--- config.mk ---
export PLATFORM = sky130hd
export DESIGN_NAME = memory_arbiter
export DESIGN_NICKNAME = d
export VERILOG_FILES = /design/src/rtl/memory_arbiter.sv
export SDC_FILE = /design/constraint.sdc
export NUM_CORES = 1
export LEC_CHECK = 0
export ABC_AREA = 0
export CAP_MARGIN = 20
export CORE_MARGIN = 2
export CORE_UTILIZATION = 26
export DETAILED_ROUTE_END_ITERATION = 8
export PLACE_DENSITY = 0.95
export SKIP_LAST_GASP = 1
export SYNTH_ARGS = -nofsm -noshare
export SYNTH_HDL_FRONTEND = slang
export SYNTH_SLANG_ARGS = --single-unit
--- constraint.sdc ---
create_clock -name clock -period 6.8 [get_ports clock]
set_clock_uncertainty 0.1 [all_clocks]
set_input_delay 1.7 -clock clock [delete_from_list [all_inputs] [get_ports clock]]
set_output_delay 1.7 -clock clock [all_outputs]
set_load 0.005 [all_outputs]
--- src/rtl/memory_arbiter.sv ---
`default_nettype none
// ============================================================================
// Module   : memory_arbiter
// Brief    : Round-robin, burst-limited arbiter sharing one synchronous data
//            memory between the CPU port (0) and the raycast fetch port (1).
//            Optional stall counters enabled by defining ARB_STATS_EN.
// Revision : 1.0 - initial release
// ============================================================================
module memory_arbiter #(
    parameter int ADDR_WIDTH = 16,
    parameter int DATA_WIDTH = 16,
    parameter int MAX_BURST  = 4
) (
    input  logic                  clock,
    input  logic                  reset,
    input  logic                  req_0,
    input  logic                  we_0,
    input  logic [ADDR_WIDTH-1:0] addr_0,
    input  logic [DATA_WIDTH-1:0] wdata_0,
    input  logic                  req_1,
    input  logic                  we_1,
    input  logic [ADDR_WIDTH-1:0] addr_1,
    input  logic [DATA_WIDTH-1:0] wdata_1,
    output logic                  grant_0,
    output logic                  grant_1,
    output logic                  rvalid_0,
    output logic                  rvalid_1,
    output logic [DATA_WIDTH-1:0] rdata,
    output logic                  memory_write_enable,
    output logic [ADDR_WIDTH-1:0] memory_address,
    output logic [DATA_WIDTH-1:0] memory_write_data,
`ifdef ARB_STATS_EN
    output logic [15:0]           stall_count_0,
    output logic [15:0]           stall_count_1,
`endif
    input  logic [DATA_WIDTH-1:0] memory_read_data
);

    localparam int              c_CNT_W = $clog2(MAX_BURST + 1);
    localparam logic [c_CNT_W-1:0] c_MAX = c_CNT_W'(MAX_BURST);
    localparam logic [c_CNT_W-1:0] c_ONE = c_CNT_W'(1);

    localparam logic [1:0] S_IDLE = 2'd0;
    localparam logic [1:0] S_OWN0 = 2'd1;
    localparam logic [1:0] S_OWN1 = 2'd2;

    logic [1:0]         r_state;
    logic [1:0]         w_state_next;
    logic [c_CNT_W-1:0] r_burst_count;
    logic [c_CNT_W-1:0] w_burst_next;
    logic               r_last;
    logic               w_last_next;
    logic               r_rvalid_0;
    logic               r_rvalid_1;
    logic               w_grant_0;
    logic               w_grant_1;
    logic               w_burst_full;

    assign w_burst_full = (r_burst_count == c_MAX);

    // Winner selection; the owner keeps the memory until it has used a full
    // burst while the other side is waiting.
    always_comb begin
        w_grant_0 = 1'b0;
        w_grant_1 = 1'b0;
        if (!reset) begin
            case (r_state)
                S_OWN0: begin
                    if (req_0 && !(req_1 && w_burst_full)) w_grant_0 = 1'b1;
                    else if (req_1)                        w_grant_1 = 1'b1;
                end
                S_OWN1: begin
                    if (req_1 && !(req_0 && w_burst_full)) w_grant_1 = 1'b1;
                    else if (req_0)                        w_grant_0 = 1'b1;
                end
                default: begin
                    if (req_0 && req_1) begin
                        w_grant_0 = r_last;
                        w_grant_1 = !r_last;
                    end else begin
                        w_grant_0 = req_0;
                        w_grant_1 = req_1;
                    end
                end
            endcase
        end
    end

    always_comb begin
        w_state_next = S_IDLE;
        w_burst_next = '0;
        w_last_next  = r_last;
        if (w_grant_0 || w_grant_1) begin
            w_state_next = w_grant_0 ? S_OWN0 : S_OWN1;
            w_last_next  = w_grant_1;
            if (r_state != w_state_next) w_burst_next = c_ONE;
            else if (w_burst_full)       w_burst_next = c_MAX;
            else                         w_burst_next = r_burst_count + c_ONE;
        end
    end

    always_ff @(posedge clock) begin
        if (reset) begin
            r_state       <= S_IDLE;
            r_burst_count <= '0;
            r_last        <= 1'b1;
            r_rvalid_0    <= 1'b0;
            r_rvalid_1    <= 1'b0;
        end else begin
            r_state       <= w_state_next;
            r_burst_count <= w_burst_next;
            r_last        <= w_last_next;
            r_rvalid_0    <= w_grant_0 & ~we_0;
            r_rvalid_1    <= w_grant_1 & ~we_1;
        end
    end

    always_comb begin
        grant_0             = w_grant_0;
        grant_1             = w_grant_1;
        rvalid_0            = r_rvalid_0;
        rvalid_1            = r_rvalid_1;
        rdata               = memory_read_data;
        memory_write_enable = 1'b0;
        memory_address      = '0;
        memory_write_data   = '0;
        if (w_grant_0) begin
            memory_write_enable = we_0;
            memory_address      = addr_0;
            memory_write_data   = wdata_0;
        end else if (w_grant_1) begin
            memory_write_enable = we_1;
            memory_address      = addr_1;
            memory_write_data   = wdata_1;
        end
    end

`ifdef ARB_STATS_EN
    logic [15:0] r_stall_0;
    logic [15:0] r_stall_1;

    always_ff @(posedge clock) begin
        if (reset) begin
            r_stall_0 <= '0;
            r_stall_1 <= '0;
        end else begin
            if (req_0 && !w_grant_0 && r_stall_0 != 16'hFFFF) r_stall_0 <= r_stall_0 + 16'd1;
            if (req_1 && !w_grant_1 && r_stall_1 != 16'hFFFF) r_stall_1 <= r_stall_1 + 16'd1;
        end
    end

    assign stall_count_0 = r_stall_0;
    assign stall_count_1 = r_stall_1;
`endif

endmodule
`default_nettype wire

==> impl_metrics.env <==
export IMPL_status="finished clean"
export IMPL_detailedPlacementHpwl_mm=2.74
export IMPL_power_per_cell_area_nw_per_um2=128
export IMPL_critical_path_slowest_cell="sky130_fd_sc_hd__clkdlybuf4s50_1"
export IMPL_critPathTopFamily="buffers and inverters"
export IMPL_p_int_w=0.000178
export IMPL_ys_seq_area_share_pct=16.8
export IMPL_chipWidth_um=64.6
export IMPL_grt_setup_unrepaired="false"
export IMPL_finalMaxSlewViolations=0
export IMPL_mappedNetlistNets=198
export IMPL_core_area_um2=3610
export IMPL_grtUsageTotal_pct=15.3
export IMPL_cts_buffers_inserted=3
export IMPL_share_seq_of_total_power_pct=21.7
export IMPL_totalWireLength_mm=3.44
export IMPL_critPathKind="in -> out"
export IMPL_fin_crit_sh_pct=90.2
export IMPL_synth_lib_cells_used_distinct=28
export IMPL_post_cts_setup_buffers=0
export IMPL_synth_ff_latch_count=8
export IMPL_htree_levels=1
export IMPL_slew_headroom_pct=59.4
export IMPL_dpl_cell_area_um2=1870
export IMPL_post_drt_wl_per_cell_um=14.2
export IMPL_cts_tree="yes"
export IMPL_hold_viol_final=0
export IMPL_worst_slew_pin_transition_ns=0.607
export IMPL_multi_input_comb_area_um2=551
export IMPL_fp_dieArea_um2=4180
export IMPL_dr_pass1_iters=4
export IMPL_total_number_of_vias=1163
export IMPL_drc_errors=0
export IMPL_port_buffers=106
export IMPL_timing_setup_tns_ns=0
export IMPL_post_place_ws_ns=0.676
export IMPL_row_count=22
export IMPL_combinational_share_of_power_pct=54.2
export IMPL_final_seq_area_um2=160
export IMPL_arrival_time_worst_endpoint_ns=4.33
export IMPL_syn_inst=108
export IMPL_cts_root_buffer="sky130_fd_sc_hd__clkbuf_8"
export IMPL_final_min_clock_period_ns=6.13
export IMPL_drt_antenna_violating_nets=0
export IMPL_cp_required_ns=5.00
export IMPL_power_switching_w=0.0000670
export IMPL_ys_warn_count=0
export IMPL_gp_congestion=0.839
export IMPL_final_fill_count=342
export IMPL_ir_worst_vdd_uv=60.8
export IMPL_layout_setup_ws_ns=0.667
export IMPL_critical_path_max_stage_delay_ns=0.53
export IMPL_setup_viol=0
export IMPL_max_clock_path_buffers=2
export IMPL_timing_critical_path_mode_cell="sky130_fd_sc_hd__clkdlybuf4s50_1"
export IMPL_grt_first_pass_wirelength_mm=5.02
export IMPL_insertion_delay_ns=0.23
export IMPL_via_per_inst=4.81
export IMPL_grt_pass1_vias=1081
export IMPL_num_nets_final=286
export IMPL_critical_path_max_fanout=34
export IMPL_antenna_diodes=0
export IMPL_post_cts_resized_instances=0
export IMPL_ctsHoldBuffers=0
export IMPL_power_switching_fraction_pct=27.4
export IMPL_initial_utilization_pct=26.5
export IMPL_worst_setup_hold_path_clk_slew_ns=0.04
export IMPL_global_route_overflow_total=0
export IMPL_share_clk_of_total_power_pct=24.1
export IMPL_grt_start_max_net_pins=38
export IMPL_cp_cell_sequence="clkdlybuf4s50_1 > and4b_1 > a2111o_1 > a211oi_4 > and2_4 > a22o_1 > clkdlybuf4s50_1"
export IMPL_cp_end_kind="output port"
export IMPL_max_freq_mhz=163
export IMPL_die_height_um=64.6
export IMPL_pin_count=139
export IMPL_tritoncts_num_sinks=8
export IMPL_area_growth_pct=99.5
export IMPL_detail_route_iter0_violations=44
export IMPL_worstSetupStartpointType="input port"
export IMPL_leakagePower_nw=0.727
export IMPL_layout_cell_area_non_filler_um2=1910
export IMPL_finish_utilization_pct=52.9
export IMPL_synthesis_area_per_instance_um2=8.85
export IMPL_cap_viol_max_count=0
export IMPL_mappedNetlistArea_um2=956
export IMPL_min_path_type="reg -> reg"
export IMPL_worst_path_buf_inv=2
export IMPL_drive_above_1_share_pct=4.12
export IMPL_grt_antenna_before_repair=0
## worst reg2reg max path: stages (launching register included)
cell	delay (ns)
sky130_fd_sc_hd__dfxtp_1	0.35
sky130_fd_sc_hd__inv_1	0.06
sky130_fd_sc_hd__ha_1	0.24
sky130_fd_sc_hd__nand2_1	0.13
sky130_fd_sc_hd__nor3b_1	0.24
sky130_fd_sc_hd__o31a_1	0.30
sky130_fd_sc_hd__inv_2	0.29
sky130_fd_sc_hd__or4_1	0.55
sky130_fd_sc_hd__o221a_2	0.13
## per-layer routing
metal / wire [µm] / track usage (%) / vias to the layer above
met1: 1320 / 17.6 / 522
li1: - / - / 567
met2: 1770 / 26.6 / 62
met5: 0 / 0 / -
met4: 108 / 8.51 / 0
met3: 240 / 2.95 / 12
## registers in the layout, indices dropped and copies added, names as in the netlist
signal / cells
r_state: 2
r_burst_count: 3
r_last: 1
rvalid_1: 1
rvalid_0: 1
## power groups by stage
stage	logic (W)	registers, W	clock network [W]
CTS	0.000134	0.0000530	0.0000587
finish	0.000133	0.0000531	0.0000589
global placement	0.000131	0.0000536	0
detailed placement	0.000133	0.0000537	0
global route	0.000142	0.0000535	0.0000607
floorplan	0.0000616	0.0000533	0
## Yosys cell counts
master	n	share of area, %
sky130_fd_sc_hd__a22o_1	33	30
sky130_fd_sc_hd__buf_4	16	13
sky130_fd_sc_hd__dfxtp_1	8	17
sky130_fd_sc_hd__inv_1	8	3.1
sky130_fd_sc_hd__a21oi_1	5	2.6
sky130_fd_sc_hd__nand2_1	5	2.0
sky130_fd_sc_hd__buf_12	4	8.4
sky130_fd_sc_hd__ha_1	4	5.2
sky130_fd_sc_hd__nand3_1	3	1.6
sky130_fd_sc_hd__clkbuf_1	2	0.79
sky130_fd_sc_hd__nor2_1	2	0.79
sky130_fd_sc_hd__nor2b_1	2	1.3
sky130_fd_sc_hd__a2111o_1	1	1.2
sky130_fd_sc_hd__a211oi_4	1	2.1
sky130_fd_sc_hd__a311o_1	1	1.0
sky130_fd_sc_hd__and2_4	1	0.92
sky130_fd_sc_hd__and4b_1	1	1.0
sky130_fd_sc_hd__buf_1	1	0.39
sky130_fd_sc_hd__inv_2	1	0.39
sky130_fd_sc_hd__nand3b_1	1	0.79
sky130_fd_sc_hd__nand4_1	1	0.65
sky130_fd_sc_hd__nor3b_1	1	0.79
sky130_fd_sc_hd__o2111ai_1	1	0.92
sky130_fd_sc_hd__o21ai_0	1	0.52
sky130_fd_sc_hd__o221a_2	1	1.2
sky130_fd_sc_hd__o31a_1	1	0.92
sky130_fd_sc_hd__or4_1	1	0.79
sky130_fd_sc_hd__or4b_2	1	1.0
## layout make-up
class	count	area share, %
Clock buffer	3	2.17
Inverter	9	1.77
Multi-Input combinational cell	68	28.9
Sequential cell	8	8.40
Tap cell	48	3.15
Timing Repair Buffer	106	55.6
## stage by stage
| step | instances | total power (W) | hold slack (ns) |
|---|---|---|---|
| final | 242 | 0.000245 | 0.432 |
| after CTS | 242 | 0.000245 | 0.428 |
| after floorplan | 108 | 0.000115 | 0.390 |
| after global placement | 239 | 0.000185 | 0.412 |
| after detailed placement | 239 | 0.000187 | 0.413 |
| after global routing | 242 | 0.000256 | 0.464 |
## final timing paths
check / slack [ns] / end / cells past startpoint / start
worst max-delay path: 0.67 / memory_address[4] / 7 / req_0
worst min-delay path: 0.43 / r_last$_SDFFE_PP1P_ / 1 / r_last$_SDFFE_PP1P_
worst max register to register: 4.29 / r_burst_count[0]$_SDFF_PP0_ / 8 / r_burst_count[0]$_SDFF_PP0_
worst min register to register: 0.43 / r_last$_SDFFE_PP1P_ / 1 / r_last$_SDFFE_PP1P_
## cell usage in the layout, fill, tap and decap left out, drive strengths merged, types with 2 or more instances in the layout
cell / Yosys / final
a21oi: 5 / 5
a22o: 33 / 33
clkbuf: 2 / 3
clkdlybuf4s50: 0 / 106
dfxtp: 8 / 8
ha: 4 / 4
inv: 9 / 9
nand2: 5 / 5
nand3: 3 / 3
nor2: 2 / 2
nor2b: 2 / 2
## kinds of logic after synthesis
family | count (synthesis) | share of synthesized area (%)
fa+ha+maj | 4 | 5.24
flops | 8 | 16.8
buf+inv | 32 | 25.7
compound gates | 45 | 40.7
simple gates | 19 | 11.7
(Power assumes the default switching activity.)
